$ cat src/rtl/cpu_sequencer_if.sv
// Shared memory port between the sequencer (master) and instruction/data memory (slave).
// Request/acknowledge handshake with a single address and read-data bus.
interface cpu_sequencer_if #(
    parameter int ADDR_W = 12
) ();
    logic              mem_req;
    logic              mem_we;
    logic [ADDR_W-1:0] mem_addr;
    logic              mem_ack;
    logic [15:0]       mem_rdata;

    modport master (
        output mem_req,
        output mem_we,
        output mem_addr,
        input  mem_ack,
        input  mem_rdata
    );

    modport slave (
        input  mem_req,
        input  mem_we,
        input  mem_addr,
        output mem_ack,
        output mem_rdata
    );
endinterface

$ cat src/rtl/cpu_sequencer.sv
// Fetch/decode/execute sequencer for the 16-bit accumulator processor.
// Owns PC/IR, drives the shared memory port and strobes the accumulator datapath.
module cpu_sequencer #(
    parameter int ADDR_W   = 12,
    parameter int RESET_PC = 0
) (
    input  logic              clk,
    input  logic              reset,
    input  logic              start,
    cpu_sequencer_if.master   mem,
    input  logic              acc_zero,
    output logic              acc_load,
    output logic              acc_add,
    output logic              acc_clear,
    output logic [ADDR_W-1:0] pc,
    output logic [15:0]       ir,
    output logic [2:0]        state,
    output logic              halted,
    output logic              illegal,
    output logic [15:0]       retired
);

    typedef enum logic [2:0] {
        S_IDLE   = 3'd0,
        S_FETCH  = 3'd1,
        S_DECODE = 3'd2,
        S_MEM_RD = 3'd3,
        S_MEM_WR = 3'd4,
        S_HALTED = 3'd5
    } state_t;

    localparam logic [3:0] OP_ADD   = 4'b1000;
    localparam logic [3:0] OP_HALT  = 4'b1001;
    localparam logic [3:0] OP_LOAD  = 4'b1010;
    localparam logic [3:0] OP_STORE = 4'b1011;
    localparam logic [3:0] OP_CLEAR = 4'b1100;
    localparam logic [3:0] OP_SKIP  = 4'b1101;
    localparam logic [3:0] OP_JUMP  = 4'b1110;
    localparam logic [3:0] OP_ILL   = 4'b1111;

    function automatic logic [3:0] opcode_of(input logic [15:0] instr);
        return instr[15:12];
    endfunction

    state_t            state_r, state_nxt_s;
    logic [ADDR_W-1:0] pc_r, pc_nxt_s;
    logic [15:0]       ir_r, ir_nxt_s;
    logic [15:0]       retired_r;
    logic              illegal_r;
    logic              retire_s;
    logic              illegal_set_s;
    logic              req_s, we_s;
    logic [ADDR_W-1:0] addr_s;
    logic              load_s, add_s, clear_s, halted_s;

    // Next-state, memory-port and strobe decode for the sequencer FSM.
    always_comb begin
        state_nxt_s   = state_r;
        pc_nxt_s      = pc_r;
        ir_nxt_s      = ir_r;
        retire_s      = 1'b0;
        illegal_set_s = 1'b0;
        req_s         = 1'b0;
        we_s          = 1'b0;
        addr_s        = {ADDR_W{1'b0}};
        load_s        = 1'b0;
        add_s         = 1'b0;
        clear_s       = 1'b0;
        halted_s      = 1'b0;
        case (state_r)
            S_IDLE: begin
                if (start) begin
                    state_nxt_s = S_FETCH;
                end else begin
                    state_nxt_s = S_IDLE;
                end
            end
            S_FETCH: begin
                req_s  = 1'b1;
                addr_s = pc_r;
                if (mem.mem_ack) begin
                    ir_nxt_s    = mem.mem_rdata;
                    pc_nxt_s    = pc_r + {{(ADDR_W-1){1'b0}}, 1'b1};
                    state_nxt_s = S_DECODE;
                end else begin
                    state_nxt_s = S_FETCH;
                end
            end
            S_DECODE: begin
                case (opcode_of(ir_r))
                    OP_ADD, OP_LOAD: state_nxt_s = S_MEM_RD;
                    OP_STORE:        state_nxt_s = S_MEM_WR;
                    OP_CLEAR: begin
                        clear_s     = 1'b1;
                        retire_s    = 1'b1;
                        state_nxt_s = S_FETCH;
                    end
                    OP_SKIP: begin
                        if (acc_zero) begin
                            pc_nxt_s = pc_r + {{(ADDR_W-1){1'b0}}, 1'b1};
                        end else begin
                            pc_nxt_s = pc_r;
                        end
                        retire_s    = 1'b1;
                        state_nxt_s = S_FETCH;
                    end
                    OP_JUMP: begin
                        pc_nxt_s    = ir_r[ADDR_W-1:0];
                        retire_s    = 1'b1;
                        state_nxt_s = S_FETCH;
                    end
                    OP_HALT: begin
                        retire_s    = 1'b1;
                        state_nxt_s = S_HALTED;
                    end
                    OP_ILL: begin
                        illegal_set_s = 1'b1;
                        state_nxt_s   = S_HALTED;
                    end
                    default: begin
                        // opcodes 0000-0111 are NOPs
                        retire_s    = 1'b1;
                        state_nxt_s = S_FETCH;
                    end
                endcase
            end
            S_MEM_RD: begin
                req_s  = 1'b1;
                addr_s = ir_r[ADDR_W-1:0];
                if (mem.mem_ack) begin
                    if (opcode_of(ir_r) == OP_ADD) begin
                        add_s = 1'b1;
                    end else begin
                        load_s = 1'b1;
                    end
                    retire_s    = 1'b1;
                    state_nxt_s = S_FETCH;
                end else begin
                    state_nxt_s = S_MEM_RD;
                end
            end
            S_MEM_WR: begin
                req_s  = 1'b1;
                we_s   = 1'b1;
                addr_s = ir_r[ADDR_W-1:0];
                if (mem.mem_ack) begin
                    retire_s    = 1'b1;
                    state_nxt_s = S_FETCH;
                end else begin
                    state_nxt_s = S_MEM_WR;
                end
            end
            S_HALTED: begin
                halted_s    = 1'b1;
                state_nxt_s = S_HALTED;
            end
            default: begin
                state_nxt_s = S_IDLE;
            end
        endcase
    end

    // Sequencer state, PC/IR, retire counter and sticky illegal flag.
    always_ff @(posedge clk or posedge reset) begin
        if (reset) begin
            state_r   <= S_IDLE;
            pc_r      <= ADDR_W'(RESET_PC);
            ir_r      <= 16'h0000;
            retired_r <= 16'h0000;
            illegal_r <= 1'b0;
        end else begin
            state_r <= state_nxt_s;
            pc_r    <= pc_nxt_s;
            ir_r    <= ir_nxt_s;
            if (retire_s) begin
                retired_r <= retired_r + 16'd1;
            end
            if (illegal_set_s) begin
                illegal_r <= 1'b1;
            end
        end
    end

    // Port outputs decode from the state register, so reset drops mem_req at once.
    assign mem.mem_req  = req_s;
    assign mem.mem_we   = we_s;
    assign mem.mem_addr = addr_s;
    assign acc_load     = load_s;
    assign acc_add      = add_s;
    assign acc_clear    = clear_s;
    assign halted       = halted_s;
    assign pc           = pc_r;
    assign ir           = ir_r;
    assign state        = state_r;
    assign illegal      = illegal_r;
    assign retired      = retired_r;

endmodule

$ cat src/flat_wrapper.sv
// flat-port wrapper written by rule: the top's interface ports become plain ports
module cpu_sequencer_flat 
#(
    parameter int ADDR_W   = 12,
    parameter int RESET_PC = 0
)
  (clk, reset, start, acc_zero, acc_load, acc_add, acc_clear, pc, ir, state, halted, illegal, retired, mem_mem_req, mem_mem_we, mem_mem_addr, mem_mem_ack, mem_mem_rdata);
  cpu_sequencer_if #(.ADDR_W(ADDR_W)) mem_i ();
  input  logic clk;
  input  logic reset;
  input  logic start;
  input  logic acc_zero;
  output logic acc_load;
  output logic acc_add;
  output logic acc_clear;
  output logic [ADDR_W-1:0] pc;
  output logic [15:0] ir;
  output logic [2:0] state;
  output logic halted;
  output logic illegal;
  output logic [15:0] retired;
  output wire logic [$bits(mem_i.mem_req)-1:0] mem_mem_req;
  output wire logic [$bits(mem_i.mem_we)-1:0] mem_mem_we;
  output wire logic [$bits(mem_i.mem_addr)-1:0] mem_mem_addr;
  input wire logic [$bits(mem_i.mem_ack)-1:0] mem_mem_ack;
  input wire logic [$bits(mem_i.mem_rdata)-1:0] mem_mem_rdata;
  assign mem_mem_req = mem_i.mem_req;
  assign mem_mem_we = mem_i.mem_we;
  assign mem_mem_addr = mem_i.mem_addr;
  assign mem_i.mem_ack = mem_mem_ack;
  assign mem_i.mem_rdata = mem_mem_rdata;
  cpu_sequencer #(.ADDR_W(ADDR_W), .RESET_PC(RESET_PC)) u_core (.clk(clk), .reset(reset), .start(start), .mem(mem_i), .acc_zero(acc_zero), .acc_load(acc_load), .acc_add(acc_add), .acc_clear(acc_clear), .pc(pc), .ir(ir), .state(state), .halted(halted), .illegal(illegal), .retired(retired));
endmodule
$ cat config.mk
export PLATFORM = sky130hd
export DESIGN_NAME = cpu_sequencer_flat
export DESIGN_NICKNAME = d
export VERILOG_FILES = /design/src/rtl/cpu_sequencer_if.sv /design/src/rtl/cpu_sequencer.sv /design/src/flat_wrapper.sv
export SDC_FILE = /design/constraint.sdc
export NUM_CORES = 1
export LEC_CHECK = 0
export BUFFER_PORTS_ARGS = -buffer_cell sky130_fd_sc_hd__buf_2
export CORE_UTILIZATION = 30
export DETAILED_ROUTE_END_ITERATION = 16
export PLACE_DENSITY_LB_ADDON = 0.2
export REMOVE_ABC_BUFFERS = 1
export SETUP_SLACK_MARGIN = 0.3
export SLEW_MARGIN = 20
export SYNTH_ARGS = -nofsm -noshare
export SYNTH_HDL_FRONTEND = slang
export SYNTH_SLANG_ARGS = --single-unit
export TNS_END_PERCENT = 10
$ cat constraint.sdc
create_clock -name clk -period 2.32 [get_ports clk]
set_input_delay 0.696 -clock clk [delete_from_list [all_inputs] [get_ports clk]]
set_output_delay 0.696 -clock clk [all_outputs]
set_load 0.01 [all_outputs]
==> Flow_metrics.wiki, run 1 <==
{| class="wikitable"
! Metric !! Value
|-
| Run status || finished clean
|-
| I/O pin total || 87
|-
| Final number of setup-violating endpoints || 0
|-
| Number of DRC markers after the initial detailed-route iteration || 73
|-
| Global-route congestion overflow total || 0
|-
| Pin count of the biggest net entering global routing || 29
|-
| Final Net Count || 414
|-
| Pins Over Slew Limit || 0
|-
| Met2 Wirelength || 3.32 mm
|-
| Type of the most critical hold path || input port to async pin
|-
| Crit path buf inv count || 3
|-
| Wire per inst || 14.5 um
|-
| Number of enable flip-flop cells after synthesis || 0
|-
| Critical Path Source Type || flop
|-
| Register clock-pin slew on the reported worst setup and hold paths || 0.09 ns
|-
| Number of warning messages in the yosys log || 0
|-
| Via count || 2508
|-
| Antenna diode count || 0
|-
| Post-route antenna net violation count || 0
|-
| Detailed-route DRC error count || 0
|-
| Share of post-route cells with drive strength above 1 || 0.362
|-
| Starting density of the core || 0.315
|-
| Area of the core || 8380 um2
|-
| # hold bufs at CTS || 0
|-
| Sequence of cells on the critical path || buf_6, nor3b_4, buf_6, a22o_1, buf_2
|-
| Number of clock buffers inserted by TritonCTS || 5
|-
| Synth Register Bits || 48
|-
| PwrDens || 1220 nW/um2
|-
| WS Path Type || flop to output port
|-
| Area growth syn-to-layout || 33.7%
|-
| Worst-case clock skew || 0.00839 ns
|-
| Period utilisation layout || 0.978
|-
| Worst-skew pair later-pin latency || 0.30 ns
|-
| Power Total || 4.32 mW
|-
| Port-buffer cells || 86
|-
| Top_reg_cell synth || dfrtp_1
|-
| Fin area || 3530 um2
|-
| Count of final hold-check violations || 0
|-
| Std-Cell Rows || 33
|-
| Post-DR vias/cell || 5.05
|-
| Top layer in use || met4
|-
| Minimum period implied by the final worst setup slack || 2.27 ns
|-
| Longest Clk Path Bufs || 2
|-
| Total length of routed wires || 7.22 mm
|-
| Worst rel slew slack || 0.691
|-
| RSZ-0062 raised after global routing || true
|-
| Endpoint type of the worst setup path || output port
|-
| Post-placement worst setup slack || 0.232 ns
|-
| GR Util All Layers || 0.165
|-
| Proportion of synthesized chip area in sequential cells || 0.455
|-
| Most Frequent Cell on Critical Path || buf_6
|-
| Unique cell type count in the Yosys netlist || 48
|-
| CP delay by family, top || flip-flops
|-
| Maximum vdd ir drop || 0.588 mV
|-
| Routed metal-1 wirelength || 3.34 mm
|-
| Met3 layer wire length in the routed design || 448 um
|-
| Tightest hold margin || 0.396 ns
|-
| Slowest-stage cell, CP || dfrtp_2
|-
| FFs w/ async S/R, synth || 1.00
|-
| Maximum level of the CTS H-tree || 2
|-
| Cell count after synthesis || 292
|-
| Synthesized cell area || 2640 um2
|-
| Worst-path maximum fanout || 5
|-
| Weighted congestion reported at the end of routability-driven placement || 0.793
|-
| Required time at the endpoint of the critical path || 1.62 ns
|-
| Synthesized area per cell || 9.03 um2
|-
| Arrival time of data at the critical path endpoint || 1.57 ns
|-
| Max-cap violations || 0
|-
| Crit path largest cell delay || 0.48 ns
|-
| Die Area || 9170 um2
|-
| CTS Root Buffer Type || clkbuf_8
|-
| First-pass GRT wire length || 11.7 mm
|-
| Minimum setup slack in the final design || 0.0507 ns
|-
| Overall die height || 95.8 um
|-
| Maximum clock frequency || 441 MHz
|-
| DRT Pass-1 Iters || 5
|-
| Clock tree from TritonCTS || yes
|-
| Final HPWL DP || 5.16 mm
|-
| Initial antenna violation count || 0
|-
| Static leakage || 1.74 nW
|-
| Clk sink count || 48
|-
| Standard cell area after detailed placement || 3200 um2
|-
| Die width || 95.8 um
|-
| Via count of the first global-routing pass || 2336
|-
| Transition time at the pin with the least slew margin || 0.463 ns
|}
[Yosys cell counts, types with 2 or more instances]
library cell	count	area [um2]
ha_1	2	25.0
nand4_1	6	37.5
o22ai_1	6	37.5
nor2_1	5	18.8
nand2_1	69	259
nor2b_1	4	25.0
buf_4	2	15.0
buf_2	3	15.0
a21oi_1	16	80.1
nor3_1	3	15.0
a2bb2oi_1	2	17.5
a31oi_1	3	18.8
nand3_1	18	90.1
inv_1	6	22.5
and3_1	7	43.8
o2bb2a_1	2	20.0
dfrtp_1	48	1200
clkbuf_1	7	26.3
and2_1	4	25.0
and4_1	5	43.8
nand2b_1	2	12.5
xnor2_1	15	131
buf_6	3	33.8
a22o_1	5	43.8
mux2i_1	8	80.1
o21ai_0	19	95.1
[final timing paths]
path | startpoint | to | slack, ns | depth (start not counted)
worst max-delay path | u_core.state[1] | mem_mem_addr[8] | 0.05 | 5
worst min-delay path | reset | u_core.ir[7] | 0.40 | 2
worst max register to register | u_core.state[1] | u_core.pc[11] | 0.40 | 6
worst min register to register | u_core.retired[15] | u_core.retired[15] | 0.47 | 1
max in group asynchronous | reset | u_core.ir[14] | 1.39 | 3
min in group clk | u_core.retired[15] | u_core.retired[15] | 0.47 | 1
[logic make-up after synthesis]
kind of cell / Yosys count / share of synthesized area
XOR/XNOR: 16 / 0.0531
buffers and inverters: 21 / 0.0427
flip-flops: 48 / 0.455
AO/OA/AOI/OAI: 65 / 0.160
adder cells (fa/ha/maj): 2 / 0.00949
AND/OR/NAND/NOR: 131 / 0.244
multiplexers: 9 / 0.0346
[registers in the layout (all words and copies together) (netlist names)]
signal          cells
u_core.pc          12
u_core.state        3
u_core.illegal      1
u_core.ir          16
u_core.retired     16
[routing by layer]
layer,vias up,global-route usage
li1,1224,-
met1,1184,0.223
met2,89,0.263
met3,11,0.0371
met5,-,0
met4,0,0.0522
[stage by stage]
step	util	instances	TNS [ns]
6_report	0.421	497	0
3_5_place_dp	0.382	479	0
2_1_floorplan	-	277	-0.00174
5_1_grt	0.421	497	-0.0532
3_3_place_gp	0.382	479	0
4_1_cts	0.407	495	0
[cell type report]
type | instances | area (um2)
repair buffers | 107 | 652
fillers | 856 | 4860
inverters | 6 | 22.5
multi-input cells | 223 | 1420
flip-flops and latches | 48 | 1210
clock buffers | 8 | 90.1
well taps | 105 | 131
[timing repair]
item | 4_1_cts | 5_1_grt
setup buffers | 8 | 2
endpoints found under the setup margin | 26 | 26
resized for setup | 14 | 32
pin swaps | 1 | 11
[power breakdown]
part	switching (mW)	total, mW	internal [mW]
registers	0.470	1.60	1.13
clock network	0.278	0.522	0.244
logic	1.17	2.19	1.02
[worst reg2reg max path: stages, from the launching register on]
cell and delay, ns:
dfrtp_2 0.46, buf_8 0.18, nor3b_4 0.23, nand3_2 0.11
buf_4 0.17, o21ai_4 0.38, o2bb2a_1 0.28
[placed cells by master, fill, tap and decap left out, types with 2 or more instances in the layout]
cell type	Yosys	final
nand3_1	18	16
buf_8	0	2
o21ai_0	19	11
buf_2	3	84
nand4_1	6	6
xnor2_1	15	15
a22o_1	5	5
o2bb2a_1	2	2
o22ai_1	6	6
o21ai_1	0	7
nor2_1	5	4
mux2i_1	8	8
buf_6	3	5
ha_1	2	2
nand2_2	0	6
nor3b_4	1	3
and2_1	4	3
and4_1	5	5
clkbuf_1	7	2
dfrtp_1	48	44
dfrtp_2	0	4
inv_1	6	5
a31oi_1	3	3
a2bb2oi_1	2	2
nor2b_1	4	3
and3_1	7	7
a21oi_1	16	16
nor3_1	3	2
clkbuf_8	0	6
buf_4	2	14
nand2_1	69	63
buf_12	0	2
Power figures use the tool's default switching activity.
==> run 2, diff against run 1 <==
REMOVE_ABC_BUFFERS = unset   (was 1)
==> run 2 against run 1 <==
  * Clock-buffer cell count down 3
  * Total power decreased by 1.9%
  * Via count barely moved
  * Non-clock buffer count down 3
  * Maximum frequency is 2.0% higher
  * Cell count decreased by 0.60%
  * Critical path depth down 1
  * Utilization down 1.2 points
  * Largest power group unchanged
==> Flow_metrics.wiki, run 2 (synthesis gave the netlist of run 1 again) <==
{| class="wikitable"
! Metric !! Value
|-
| Final HPWL DP || 5.33 mm
|-
| Die Area || 9170 um2
|-
| First-pass GRT wire length || 11.6 mm
|-
| CTS Root Buffer Type || clkbuf_8
|-
| DRT Pass-1 Iters || 4
|-
| Power Total || 4.23 mW
|-
| Maximum clock frequency || 449 MHz
|-
| Final number of setup-violating endpoints || 0
|-
| WS Path Type || flop to output port
|-
| Area growth syn-to-layout || 29.9%
|-
| Maximum level of the CTS H-tree || 2
|-
| GR Util All Layers || 0.166
|-
| Type of the most critical hold path || input port to async pin
|-
| Via count of the first global-routing pass || 2332
|-
| Pin count of the biggest net entering global routing || 27
|-
| Detailed-route DRC error count || 0
|-
| Count of final hold-check violations || 0
|-
| Port-buffer cells || 86
|-
| Worst R2R Start || u_core.state[1]
|-
| Run status || finished clean
|-
| Pins Over Slew Limit || 0
|-
| Antenna diode count || 0
|-
| Number of clock buffers inserted by TritonCTS || 5
|-
| RSZ-0062 raised after global routing || true
|-
| Number of DRC markers after the initial detailed-route iteration || 121
|-
| Total length of routed wires || 7.36 mm
|-
| Starting density of the core || 0.315
|-
| R2R cell count || 8
|-
| Register clock-pin slew on the reported worst setup and hold paths || 0.10 ns
|-
| Sum of negative setup slack || 0 ns
|-
| Reg2Reg Setup Slack || 0.41 ns
|-
| Initial antenna violation count || 0
|-
| Transition time at the pin with the least slew margin || 0.437 ns
|-
| Weighted congestion reported at the end of routability-driven placement || 0.769
|-
| Maximum vdd ir drop || 0.404 mV
|-
| Overall die height || 95.8 um
|-
| Global-route congestion overflow total || 0
|-
| Most frequent standard cell in the layout excluding fill and tap cells || buf_2
|-
| Minimum period implied by the final worst setup slack || 2.23 ns
|-
| Worst-skew pair later-pin latency || 0.31 ns
|-
| FF-to-FF End || u_core.pc[11]
|-
| Longest Clk Path Bufs || 2
|-
| PwrDens || 1240 nW/um2
|-
| Arrival time of data at the critical path endpoint || 1.53 ns
|-
| Required time at the endpoint of the critical path || 1.62 ns
|-
| Die width || 95.8 um
|-
| Via count || 2509
|-
| Post-route antenna net violation count || 0
|-
| Endpoint type of the worst setup path || output port
|-
| Worst-case clock skew || 0.0150 ns
|-
| Post-DR vias/cell || 5.08
|-
| Worst-path maximum fanout || 11
|-
| Worst rel slew slack || 0.707
|-
| Total nets after synthesis || 315
|-
| Static leakage || 1.71 nW
|-
| Most frequent cells in the layout || buf_2 (86), nand2_1 (69), dfrtp_1 (45), o21ai_0 (17), nand3_1 (17)
|-
| Std-Cell Rows || 33
|-
| Wire per inst || 14.9 um
|-
| Clock tree from TritonCTS || yes
|-
| Final Net Count || 411
|-
| Max-cap violations || 0
|-
| Clk sink count || 48
|-
| Period utilisation layout || 0.959
|-
| Area of the core || 8380 um2
|-
| Critical Path Source Type || flop
|-
| Share of post-route cells with drive strength above 1 || 0.339
|-
| I/O pin total || 87
|}
-- run 2: changes by cell type in the layout (fill, tap and decap cells not counted), sizes merged --
| cell | before | now |
|---|---|---|
| bufinv | 0 | 1 |
| clkinvlp | 0 | 1 |
| inv | 6 | 7 |
| clkbuf | 8 | 5 |
| buf | 107 | 104 |
-- run 2: worst max-delay path by stage --
| stage | startpoint | to |
|---|---|---|
| after global placement | mem_mem_ack | acc_load |
| after floorplan | u_core.state[0] | acc_clear |
| after detailed placement | mem_mem_ack | acc_add |
| after global routing | u_core.state[0] | acc_clear |
| after CTS | u_core.state[2] | mem_mem_addr[11] |
| final | u_core.state[2] | mem_mem_req |
-- run 2: timing repair --
item                       4_1_cts  5_1_grt
setup endpoints to repair       18       18
hold buffers                     0        0
gates resized for setup          9       10
buffers inserted                 7        0
pin swaps                        1        3
-- run 2: metrics by stage --
stage,hold WS (ns),utilization,setup WS [ns],cell area (um2),std cells
floorplan,0.508,-,0.318,2640,292
global placement,0.458,0.381,0.239,3190,479
detailed placement,0.470,0.381,0.239,3190,479
CTS,0.415,0.404,0.0950,3390,494
global route,0.432,0.409,0.0348,3430,494
finish,0.415,0.409,0.0945,3430,494
-- run 2: cell type report --
class | instances | area, um2
Timing Repair Buffer | 104 | 573
Multi-Input combinational cell | 223 | 1380
Clock buffer | 5 | 68.8
Fill cell | 873 | 4960
Sequential cell | 48 | 1200
Tap cell | 105 | 131
Inverter | 6 | 22.5
Clock inverter | 3 | 46.3
-- run 2: power breakdown --
part           total, mW  switching [mW]  internal, mW
logic               2.00            1.11         0.896
clock network      0.627           0.302         0.325
registers           1.60           0.476          1.13
-- run 2: critical path, stage by stage (launching register included) --
cell and delay [ns]:
dfrtp_2 0.50, and2_4 0.18, buf_6 0.14, or2_2 0.26
buf_2 0.14
-- run 2: per-layer routing --
metal / wire [um] / up-vias / global-route usage
met5: 0 / - / 0
li1: - / 1217 / -
met1: 3710 / 1219 / 0.240
met4: 56 / 0 / 0.0410
met3: 329 / 5 / 0.0261
met2: 3260 / 68 / 0.259
